## src/rtl/dbnc_defs.sv

```systemverilog
// Shared definitions for the debounce front end: FSM state encoding and a
// constant-evaluable ceiling-log2 used to size the debounce counter.
package dbnc_defs;

  localparam logic [1:0] ST_LO  = 2'd0;
  localparam logic [1:0] CHK_HI = 2'd1;
  localparam logic [1:0] ST_HI  = 2'd2;
  localparam logic [1:0] CHK_LO = 2'd3;

  function automatic int clog2(input int value);
    int r;
    r = 0;
    while ((1 << r) < value) r++;
    return r;
  endfunction

endpackage

```

## src/rtl/sync_chain.sv

```systemverilog
// Multi-flop synchroniser bringing an asynchronous level into the clk domain.
module sync_chain #(
  parameter int SYNC_STAGES = 2
) (
  input  logic clk,
  input  logic rst,
  input  logic d_in,
  output logic samp
);

  logic [SYNC_STAGES-1:0] s;

  always_ff @(posedge clk or posedge rst) begin
    if (rst) s <= '0;
    else     s <= {s[SYNC_STAGES-2:0], d_in};
  end

  assign samp = s[SYNC_STAGES-1];

endmodule

```

## src/rtl/sync_debounce_edge.sv

```systemverilog
// Synchronise and debounce a raw input, producing a clean level, registered
// edge pulses and a saturating count of accepted rising edges.
module sync_debounce_edge
  import dbnc_defs::*;
#(
  parameter int SYNC_STAGES     = 2,
  parameter int DEBOUNCE_CYCLES = 4,
  parameter int CNT_W           = 8
) (
  input  logic             clk,
  input  logic             rst,
  input  logic             d_in,
  input  logic             cnt_clr,
  output logic             q_stable,
  output logic             rise_pulse,
  output logic             fall_pulse,
  output logic [CNT_W-1:0] event_cnt
);

  localparam int              DC_W    = clog2(DEBOUNCE_CYCLES);
  localparam logic [DC_W-1:0] DC_ONE  = DC_W'(1);
  localparam logic [DC_W-1:0] DC_LAST = DC_W'(DEBOUNCE_CYCLES - 1);
  localparam logic [CNT_W-1:0] CNT_MAX = '1;

  logic            samp;
  logic [1:0]      state;
  logic [DC_W-1:0] dc;
  logic            accept_rise;
  logic            accept_fall;

  sync_chain #(
    .SYNC_STAGES(SYNC_STAGES)
  ) u_sync (
    .clk  (clk),
    .rst  (rst),
    .d_in (d_in),
    .samp (samp)
  );

  // The last confirming sample of a run is the one that flips the level.
  assign accept_rise = (state == CHK_HI) && samp  && (dc == DC_LAST);
  assign accept_fall = (state == CHK_LO) && !samp && (dc == DC_LAST);

  always_ff @(posedge clk or posedge rst) begin
    if (rst) begin
      state      <= ST_LO;
      dc         <= '0;
      q_stable   <= 1'b0;
      rise_pulse <= 1'b0;
      fall_pulse <= 1'b0;
    end else begin
      rise_pulse <= 1'b0;
      fall_pulse <= 1'b0;
      case (state)
        ST_LO: begin
          if (samp) begin
            state <= CHK_HI;
            dc    <= DC_ONE;
          end
        end
        CHK_HI: begin
          if (!samp) begin
            state <= ST_LO;
            dc    <= '0;
          end else if (accept_rise) begin
            state      <= ST_HI;
            dc         <= '0;
            q_stable   <= 1'b1;
            rise_pulse <= 1'b1;
          end else begin
            dc <= dc + DC_ONE;
          end
        end
        ST_HI: begin
          if (!samp) begin
            state <= CHK_LO;
            dc    <= DC_ONE;
          end
        end
        CHK_LO: begin
          if (samp) begin
            state <= ST_HI;
            dc    <= '0;
          end else if (accept_fall) begin
            state      <= ST_LO;
            dc         <= '0;
            q_stable   <= 1'b0;
            fall_pulse <= 1'b1;
          end else begin
            dc <= dc + DC_ONE;
          end
        end
        default: begin
          state <= ST_LO;
          dc    <= '0;
        end
      endcase
    end
  end

  // A clear wins over a coincident rise, so that event is dropped.
  always_ff @(posedge clk or posedge rst) begin
    if (rst) begin
      event_cnt <= '0;
    end else if (cnt_clr) begin
      event_cnt <= '0;
    end else if (accept_rise && (event_cnt != CNT_MAX)) begin
      event_cnt <= event_cnt + 1'b1;
    end
  end

endmodule

```

## config.mk

```make
export PLATFORM = sky130hd
export DESIGN_NAME = sync_debounce_edge
export DESIGN_NICKNAME = d
export VERILOG_FILES = /design/src/rtl/dbnc_defs.sv /design/src/rtl/sync_chain.sv /design/src/rtl/sync_debounce_edge.sv
export SDC_FILE = /design/constraint.sdc
export NUM_CORES = 1
export LEC_CHECK = 0
export CORE_ASPECT_RATIO = 1.4
export CORE_MARGIN = 2
export CORE_UTILIZATION = 32
export CTS_BUF_LIST = sky130_fd_sc_hd__clkbuf_4
export DETAILED_ROUTE_END_ITERATION = 8
export PLACE_DENSITY_LB_ADDON = 0.1
export RECOVER_POWER = 25
export SLEW_MARGIN = 20
export SYNTH_ARGS = -nofsm -noshare
export SYNTH_HDL_FRONTEND = slang
export SYNTH_SLANG_ARGS = --single-unit
```

## constraint.sdc

```tcl
create_clock -name clk -period 1.4 [get_ports clk]
set_input_delay 0.21 -clock clk [delete_from_list [all_inputs] [get_ports clk]]
set_output_delay 0.21 -clock clk [all_outputs]
set_load 0.01 [all_outputs]
```

Word-level counts from Yosys, hierarchy flattened

Index checks and enable logic that the tools add are counted.

Register bits after elaboration: 17
Latch bits: 0
Bits in writable memories: 0
Bits in read-only memories: 0
Word-level logic and storage cells: 60
Memories kept: 0

Add/subtract/negate cells: 2
$mul: 0
Div/mod/pow operators: 0
Magnitude comparators: 0
Equal/unequal tests: 13
Shift-type cells: 0
Mux-type cells: 26
Bitwise operators: 0
Reduce and logical (&&, ||, !) cells: 12

Operators with widths:

| kind                                                                    | number |
|---|---|
| 2-bit 2-to-1 mux                                                        | 11 |
| 8-bit 2-to-1 mux                                                        | 2 |
| 2-bit case mux with 4 select lines                                      | 2 |
| 1-bit 2-to-1 mux                                                        | 10 |
| 8-bit by 1-bit adder with 8-bit output, second input constant           | 1 |
| 2-bit inequality test, second input constant                            | 4 |
| 8-bit inequality test, second input constant                            | 1 |
| 2-bit equality test, second input constant                              | 3 |
| 1-bit logical AND                                                       | 5 |
| 5-bit AND reduction                                                     | 1 |
| 2-bit by 1-bit inequality test with 1-bit output, second input constant | 2 |
| 4-bit AND reduction                                                     | 1 |
| 2-bit nonzero test                                                      | 2 |
| 3-bit by 2-bit inequality test with 1-bit output, second input constant | 1 |
| 3-bit inequality test, second input constant                            | 1 |
| 2-bit by 1-bit adder with 2-bit output, second input constant           | 1 |
| 2-bit by 1-bit equality test with 1-bit output, second input constant   | 1 |
| 2-bit logical NOT                                                       | 1 |
| 1-bit case mux with 2 select lines                                      | 1 |
| 2-bit AND reduction                                                     | 1 |
| 1-bit logical NOT                                                       | 1 |

Depth between registers and ports, before layout

Gate-level depths: netlist of the first run.

Depth in word-level cells: 6
Depth in mapped cells: 6

Cells and area by module

From an unflattened synthesis of the first run, not the netlist that was laid out.

Cell total of the unflattened synthesis: 66
Area, all modules: 783.3 um^2

Modules (own cells, without submodules):

| module             | times used | cells an instance | area each (um^2) |
|---|---|---|---|
| sync_debounce_edge | 1          | 63                | 729.4 |
| sync_chain         | 1          | 3                 | 53.8 |

Least setup slack after synthesis of the first run

OpenSTA, ideal clock, no wires.

Path type: reg-to-reg
Start point: reg event_cnt[0]
End point: reg event_cnt[7]
Setup time: 125 ps
Data arrival time: 1323 ps
Path slack: -48 ps
Cell stages (with the launch flop): 6
Path buffers: 0
Clock period less this slack: 1448 ps
Path through: dfrtp_1 > ha_1 > nand3_4 > o211ai_4 > nor2_2 > mux2_4

Longest elaborated chain between the ends: 3
Elaborated cells on any way between the ends: 6

Ends and longest elaborated chain:

| item                                                                                   | RTL line                                             | RTL |
|---|---|---|
| start, declared                                                                        | sync_debounce_edge.sv:17                             | `output logic [CNT_W-1:0] event_cnt` |
| start signal, assigned                                                                 | sync_debounce_edge.sv:108                            | `event_cnt <= event_cnt + 1'b1;` |
| 8-bit by 1-bit adder with 8-bit output / 8-bit inequality test (equally long branches) | sync_debounce_edge.sv:108, sync_debounce_edge.sv:107 |  |
| 8-bit 2-to-1 mux / 1-bit logical AND (equally long branches)                           | sync_debounce_edge.sv:107                            | `end else if (accept_rise && (event_cnt != CNT_MAX)) begin` |
| 8-bit 2-to-1 mux / 2-bit nonzero test (equally long branches)                          | n/a                                                  |  |

Parallel ways exist; a longest one is shown, timed or not. The select of a mux whose other input is x is not followed.
A chain may end at the register's enable or synchronous reset.

Worst setup path after layout of the first run

Start point: reg dc[1]
End point: reg event_cnt[7]

Longest elaborated chain between the ends: 4

Ends and longest elaborated chain:

| item                         | RTL line                  | RTL |
|---|---|---|
| start, declared              | sync_debounce_edge.sv:27  | `logic [DC_W-1:0] dc;` |
| start signal, assigned       | sync_debounce_edge.sv:71  | `dc <= dc + DC_ONE;` |
| start signal, assigned       | sync_debounce_edge.sv:90  | `dc <= dc + DC_ONE;` |
| 2-bit equality test          | sync_debounce_edge.sv:41  | `assign accept_rise = (state == CHK_HI) && samp && (dc == DC_LAST);` |
| 1-bit logical AND            | sync_debounce_edge.sv:41  |  |
| 1-bit logical AND            | sync_debounce_edge.sv:107 |  |
| 2-bit nonzero test (no line) | n/a                       |  |

No other way between the ends.

==> impl_metrics.toml, run 1 <==
[outcome]
status = "finished with violations"
violations = "negative setup slack"

[die]
fp.dieW_um = 46.1
core_sq_um = 2360
initial_core_util_pct = 33.7
ioPinCount = 15
die_h_um = 63.0
die_area_sq_um = 2910
core.rowCount = 21

[synthesis]
synth_most_common_cell = "dfrtp_1"
netlist_instances = 66
ys_types = 28
avgSynthCellArea_sq_um = 12.1
synth_top_area_share_pct = 53.5
synth_ff_type = "dfrtp_1"
yosysSeqAreaShare_pct = 53.5
ys_ff_latch = 17
synth_nets = 72
yosysWarnings = 0
synth.area.top_cells = "dfrtp_1, xor2_1, nor2_1"
async_flop_share_pct = 100
synth_commonest_cells = "dfrtp_1, nor2_1, xor2_1, and2_1, nand3_1"
synth_edf_count = 0
netlist_area_sq_um = 796
yosysTopAreaCell = "dfrtp_1"

[sta]
fmax_mhz = 694
slew_viol_final = 0
slew_headroom_pct = 38.9
fin_setup_tns_ns = -0.0410
hold_slack_ns = 0.383
hold_viol_final = 0
setup_viol_count_final = 1
rsz0062_at_grt = "yes"
worstMarginPinSlew_ns = 0.916
post-route-min-period_ns = 1.44
clock_skew_ns = 0.00155
fin_crit_sh_pct = 103
fin_ws_ns = -0.0410

[power_and_ir_drop]
irDropWorstVdd_mv = 0.452
leakagePower_nw = 0.584
p_per_area_nw_per_um2 = 1050
power_mw = 1.17

[clock_network]
cts_max_level = 1
cts_max_path_buffers = 2
numCtsBuffers = 3
clk_pin_slew_ns = 0.10
cts_tree = "yes"
clockRootBuffer = "clkbuf_4"
clk_latency_ns = 0.29
clock_sinks = 17

[worst_hold_path]
hp-start = "u_sync.s[0]$_DFF_PP0_"
worst_hold_path.num_cells = 0
min_path_type = "reg2reg"
holdPathEnd = "u_sync.s[1]$_DFF_PP0_"

[detailed_routing]
routed_via_density = 4.96
wl_per_cell_um = 13.1
drc = 0
wl_um = 1580
drt_iter0_markers = 12
dr.pass1.iters = 4
vias = 600
final_antenna_net_count = 0

[placed_design]
dp_hpwl_um = 1110
io_buffers = 14
gp_congestion = 0.737

[grt]
grt_pass1_vias = 602
grt_use_total_pct = 13.4
grt_pass1_wl_um = 2770
grt_max_degree = 18
antenna_found_initial = 0
globalRouteOverflowTotal = 0

[critical_path]
endpoint_kind = "register"
critPathBufInv = 0
rr_worst_depth = 5
r2r_end = "event_cnt[7]$_DFFE_PP0P_"
cp_top_family = "simple AND/OR/NAND/NOR gates"
timing.critical_path.required_ns = 1.59
path_cells = "ha_2, and4b_2, o211ai_4, nor2_2, mux2_4"
critical_path_class = "reg2reg"
slowest_stage = "dfrtp_1"
path_max_fanout = 3
startpoint_type = "register"
critPathArrivalTime_ns = 1.63
regToRegSetupSlack_ns = -0.04
cpPeakStageDelay_ns = 0.37
r2r-start = "dc[1]$_DFFE_PP0P_"

[finish]
area_growth_pct = 40.1
drive_above_1_share_pct = 32.7
nets = 105
diodes = 0

[flow_run]
cap_violations = 0
==> flip-flops by register name (all words and copies together) (netlist names), named ones only <==
signal      count
fall_pulse      1
dc              2
event_cnt       8
u_sync.s        2
state           1
q_stable        1
rise_pulse      1
==> kinds of logic (layout without fill, tap and decap cells) <==
kind of cell | Yosys count | after routing | share of synthesized area, %
buffers and inverters | 3 | 35 | 2.36
AOI/OAI and AO/OA | 6 | 6 | 7.07
adders and majority gates | 2 | 2 | 3.14
DFF | 17 | 17 | 53.5
and+or+nand+nor | 28 | 28 | 21.7
muxes | 3 | 3 | 4.56
xor gates and xnor gates | 7 | 7 | 7.70
==> where the power goes <==
part	switching, mW	internal (mW)
clock	0.158	0.130
sequential	0.0470	0.566
combinational	0.121	0.150
total	0.327	0.846
==> routing by layer <==
| metal | global-route usage (%) | vias up | part of all wire [%] |
|---|---|---|---|
| met1 | 16.5 | 287 | 45 |
| met4 | 7.50 | 0 | 2.4 |
| met2 | 20.8 | 13 | 50 |
| met5 | 0 | - | 0 |
| met3 | 2.60 | 4 | 2.5 |
| li1 | - | 296 | - |
==> worst reg2reg max path, stage by stage (launching register included) <==
cell and delay [ns]:
dfrtp_1 0.37, ha_2 0.17, and4b_2 0.28, o211ai_4 0.10, nor2_2 0.12, mux2_4 0.30
==> timing repair <==
action,4_1_cts,5_1_grt
resized for setup,14,3
endpoints found under the setup margin,14,10
pin swaps,3,5
buffers inserted,8,0
hold buffers,0,0
==> layout make-up <==
| class | instances | area [sq um] |
|---|---|---|
| repair buffers | 30 | 254 |
| fillers | 228 | 1250 |
| clock buffers | 4 | 30.0 |
| well taps | 23 | 28.8 |
| flip-flops and latches | 17 | 430 |
| multi-input cells | 46 | 368 |
| inverters | 1 | 3.75 |
==> layout by cell type (no fill, tap or decap), drive strengths merged, types with 3 or more instances in the layout <==
master,n
nor2,12
nand3,4
xor2,7
dlygate4sd2,9
and2,3
clkbuf,5
buf,15
dfrtp,17
==> worst max-delay path by stage <==
stage,start,cells after the start,slack [ns],endpoint
finish,dc[1]$_DFFE_PP0P_,5,-0.04,event_cnt[7]$_DFFE_PP0P_
global route,dc[1]$_DFFE_PP0P_,6,-0.1,event_cnt[2]$_DFFE_PP0P_
CTS,dc[1]$_DFFE_PP0P_,5,-0.05,event_cnt[7]$_DFFE_PP0P_
detailed placement,dc[1]$_DFFE_PP0P_,5,-0.07,event_cnt[7]$_DFFE_PP0P_
global placement,dc[1]$_DFFE_PP0P_,5,-0.04,event_cnt[7]$_DFFE_PP0P_
floorplan,dc[0]$_DFFE_PP0P_,6,-0.02,event_cnt[7]$_DFFE_PP0P_
==> metrics by stage <==
stage                     worst slack [ns]  std cells  utilization [%]  instance area [sq um]
after detailed placement           -0.0669        109             43.3                   1020
after global placement             -0.0391        109             43.3                   1020
final                              -0.0410        121             47.1                   1110
after global routing               -0.0951        121             47.1                   1110
after floorplan                    -0.0154         66                -                    811
after CTS                          -0.0464        121             46.9                   1110
Note: power is estimated with default switching activity, not from simulation.
==> inputs of run 2 (changes only) <==
ABC_AREA = 1   (was default)
CTS_CLUSTER_SIZE = 25   (was default)
TNS_END_PERCENT = 10   (was default)
==> impl_metrics.toml, run 2 <==
[outcome]
status = "complete, no violations"

[grt]
grt_use_total_pct = 13.7
grt_pass1_wl_um = 2820
grt_max_degree = 18
globalRouteOverflowTotal = 0
grt_pass1_vias = 643
antenna_found_initial = 0

[detailed_routing]
drc = 0
wl_um = 1790
final_antenna_net_count = 0
dr.pass1.iters = 4
drt_iter0_markers = 14
routed_via_density = 4.50
wl_per_cell_um = 11.0
vias = 734

[critical_path]
timing.critical_path.required_ns = 1.59
cp_top_family = "simple AND/OR/NAND/NOR gates"
slowest_stage = "dfrtp_1"
critical_path_class = "reg2reg"
path_max_fanout = 5
startpoint_type = "register"
critPathArrivalTime_ns = 1.53
path_cells = "buf_4, ha_4, nand2_2, nor2_4, nand2_2, nand2_2, nand2_4, inv_4, nand2_1, nand2_1"
critPathBufInv = 2
cpPeakStageDelay_ns = 0.41
crit_top_cell = "nand2_2"
endpoint_kind = "register"

[sta]
fin_ws_ns = 0.0593
post-route-min-period_ns = 1.34
hold_viol_final = 0
worstMarginPinSlew_ns = 0.913
slew_headroom_pct = 39.1
clock_skew_ns = 0.000901
fmax_mhz = 746
fin_crit_sh_pct = 95.8
fin_setup_tns_ns = 0
hold_slack_ns = 0.357
slew_viol_final = 0
setup_viol_count_final = 0

[placed_design]
io_buffers = 14
gp_congestion = 0.826
dp_hpwl_um = 1310
post-place-ws_ns = 0.0816
numPlacedInstances = 154
dpl_cell_area_sq_um = 1040

[power_and_ir_drop]
power_frac_comb_pct = 22.4
switching_share_pct = 30.8
seqPwrFrac_pct = 53.6
irDropWorstVdd_mv = 0.445
internal_power_uw = 807
leakagePower_nw = 0.598
clkPwrFrac_pct = 24.0
p_per_area_nw_per_um2 = 1030
power_mw = 1.17
switchingPower_uw = 359

[synthesis]
yosysTopAreaCell = "dfrtp_1"
yosysSeqAreaShare_pct = 50.4
synth-compound-area-share_pct = 4.89
synth_top_family_by_area = "simple AND/OR/NAND/NOR gates"
synth_commonest_cells = "nand2_1, dfrtp_1, nor2_1, inv_1, nand3_1"
synth_edf_count = 0
netlist_area_sq_um = 845
synth_ff_type = "dfrtp_1"
yosys.area_share.simple_pct = 33.8
synth.mux.area_fraction_pct = 0
synthXorXnorAreaFrac_pct = 2.07
synth_most_common_cell = "nand2_1"
avgSynthCellArea_sq_um = 8.20
synth_top_area_share_pct = 50.4
synth.area.top_cells = "dfrtp_1, nand2_1, nor2_1"
netlist_instances = 103
synth_fa_ha_area_share_pct = 2.96
ys_types = 18
ys_ff_latch = 17
yosysWarnings = 0
synth_nets = 109
async_flop_share_pct = 100

[die]
core_sq_um = 2560
die_area_sq_um = 3070
fp.dieW_um = 47.4
ioPinCount = 15
die_h_um = 64.8
core.rowCount = 22
initial_core_util_pct = 33.0

[finish]
drive_above_1_share_pct = 18.9
num-fill-cells = 267
final_cell_mix = "nand2_1, dfrtp_1, nor2_1"
diodes = 0
layout_commonest_cell = "nand2_1"
nets = 134
largest-register = "event_cnt"
post_layout_nonfiller_instances = 163
largest_reg_flops = 8
post-route-util_pct = 44.2
largest_registers = "event_cnt: 8 flops, dc: 2 flops, u_sync.s: 2 flops"
fin_area_sq_um = 1130
area_growth_pct = 33.9

[clock_network]
numCtsBuffers = 3
clock_sinks = 17
clockRootBuffer = "clkbuf_4"
cts_tree = "yes"
clk_pin_slew_ns = 0.09
cts_max_path_buffers = 2
cts_max_level = 1
ctsHoldBuffers = 0
clk_latency_ns = 0.29

[worst_hold_path]
min_path_type = "reg2reg"

[flow_run]
cap_violations = 0
==> run 2: power groups by stage <==
stage	combinational, mW	sequential [mW]	clock (mW)
floorplan	0.172	0.637	0
finish	0.262	0.625	0.280
detailed placement	0.269	0.639	0
CTS	0.261	0.626	0.299
global route	0.290	0.636	0.328
global placement	0.258	0.636	0
==> run 2: logic make-up (layout without fill, tap and decap cells) <==
kind of cell | Yosys count | in the layout
AO/OA/AOI/OAI | 7 | 7
XOR/XNOR | 2 | 2
flip-flops | 17 | 17
adder cells (fa/ha/maj) | 2 | 2
buffers and inverters | 12 | 36
AND/OR/NAND/NOR | 63 | 63
==> run 2: final timing paths <==
| kind | from | to | slack, ns | cells after the start |
|---|---|---|---|---|
| worst max register to register | event_cnt[0]$_DFFE_PP0P_ | event_cnt[5]$_DFFE_PP0P_ | 0.06 | 10 |
| worst min-delay path | u_sync.s[0]$_DFF_PP0_ | u_sync.s[1]$_DFF_PP0_ | 0.36 | 0 |
| min in group asynchronous | rst | event_cnt[1]$_DFFE_PP0P_ | 0.47 | 3 |
| max in group asynchronous | rst | event_cnt[5]$_DFFE_PP0P_ | 0.31 | 3 |
| worst max-delay path | event_cnt[0]$_DFFE_PP0P_ | event_cnt[5]$_DFFE_PP0P_ | 0.06 | 10 |
| worst min register to register | u_sync.s[0]$_DFF_PP0_ | u_sync.s[1]$_DFF_PP0_ | 0.36 | 0 |
==> run 2: area by class of cell <==
cell class | count | area [sq um] | share of cell area (%)
Sequential cell | 17 | 428 | 37.8
Multi-Input combinational cell | 74 | 399 | 35.3
Timing Repair Buffer | 20 | 179 | 15.8
Inverter | 12 | 50.0 | 4.42
Tap cell | 36 | 45.0 | 3.98
Clock buffer | 4 | 30.0 | 2.65
==> run 2: per-layer routing <==
layer  vias up  routed length, um  track usage, %
met5         -                  0               0
met2        14                942            21.8
met3         6                 40            2.51
li1        370                  -               -
met1       344                748            15.0
met4         0                 63            10.4
==> run 2: what timing repair did <==
action / in CTS / in global routing
setup buffers: 4 / 1
endpoints found under the setup margin: 9 / 11
resized for setup: 10 / 9
pin swaps: 1 / 0
==> inputs of run 3 (changes only) <==
ABC_CLOCK_PERIOD_IN_PS = 1400   (was default)
==> results of run 3 <==
Same layout as run 2: the final DEF is identical, and so are final timing and power.
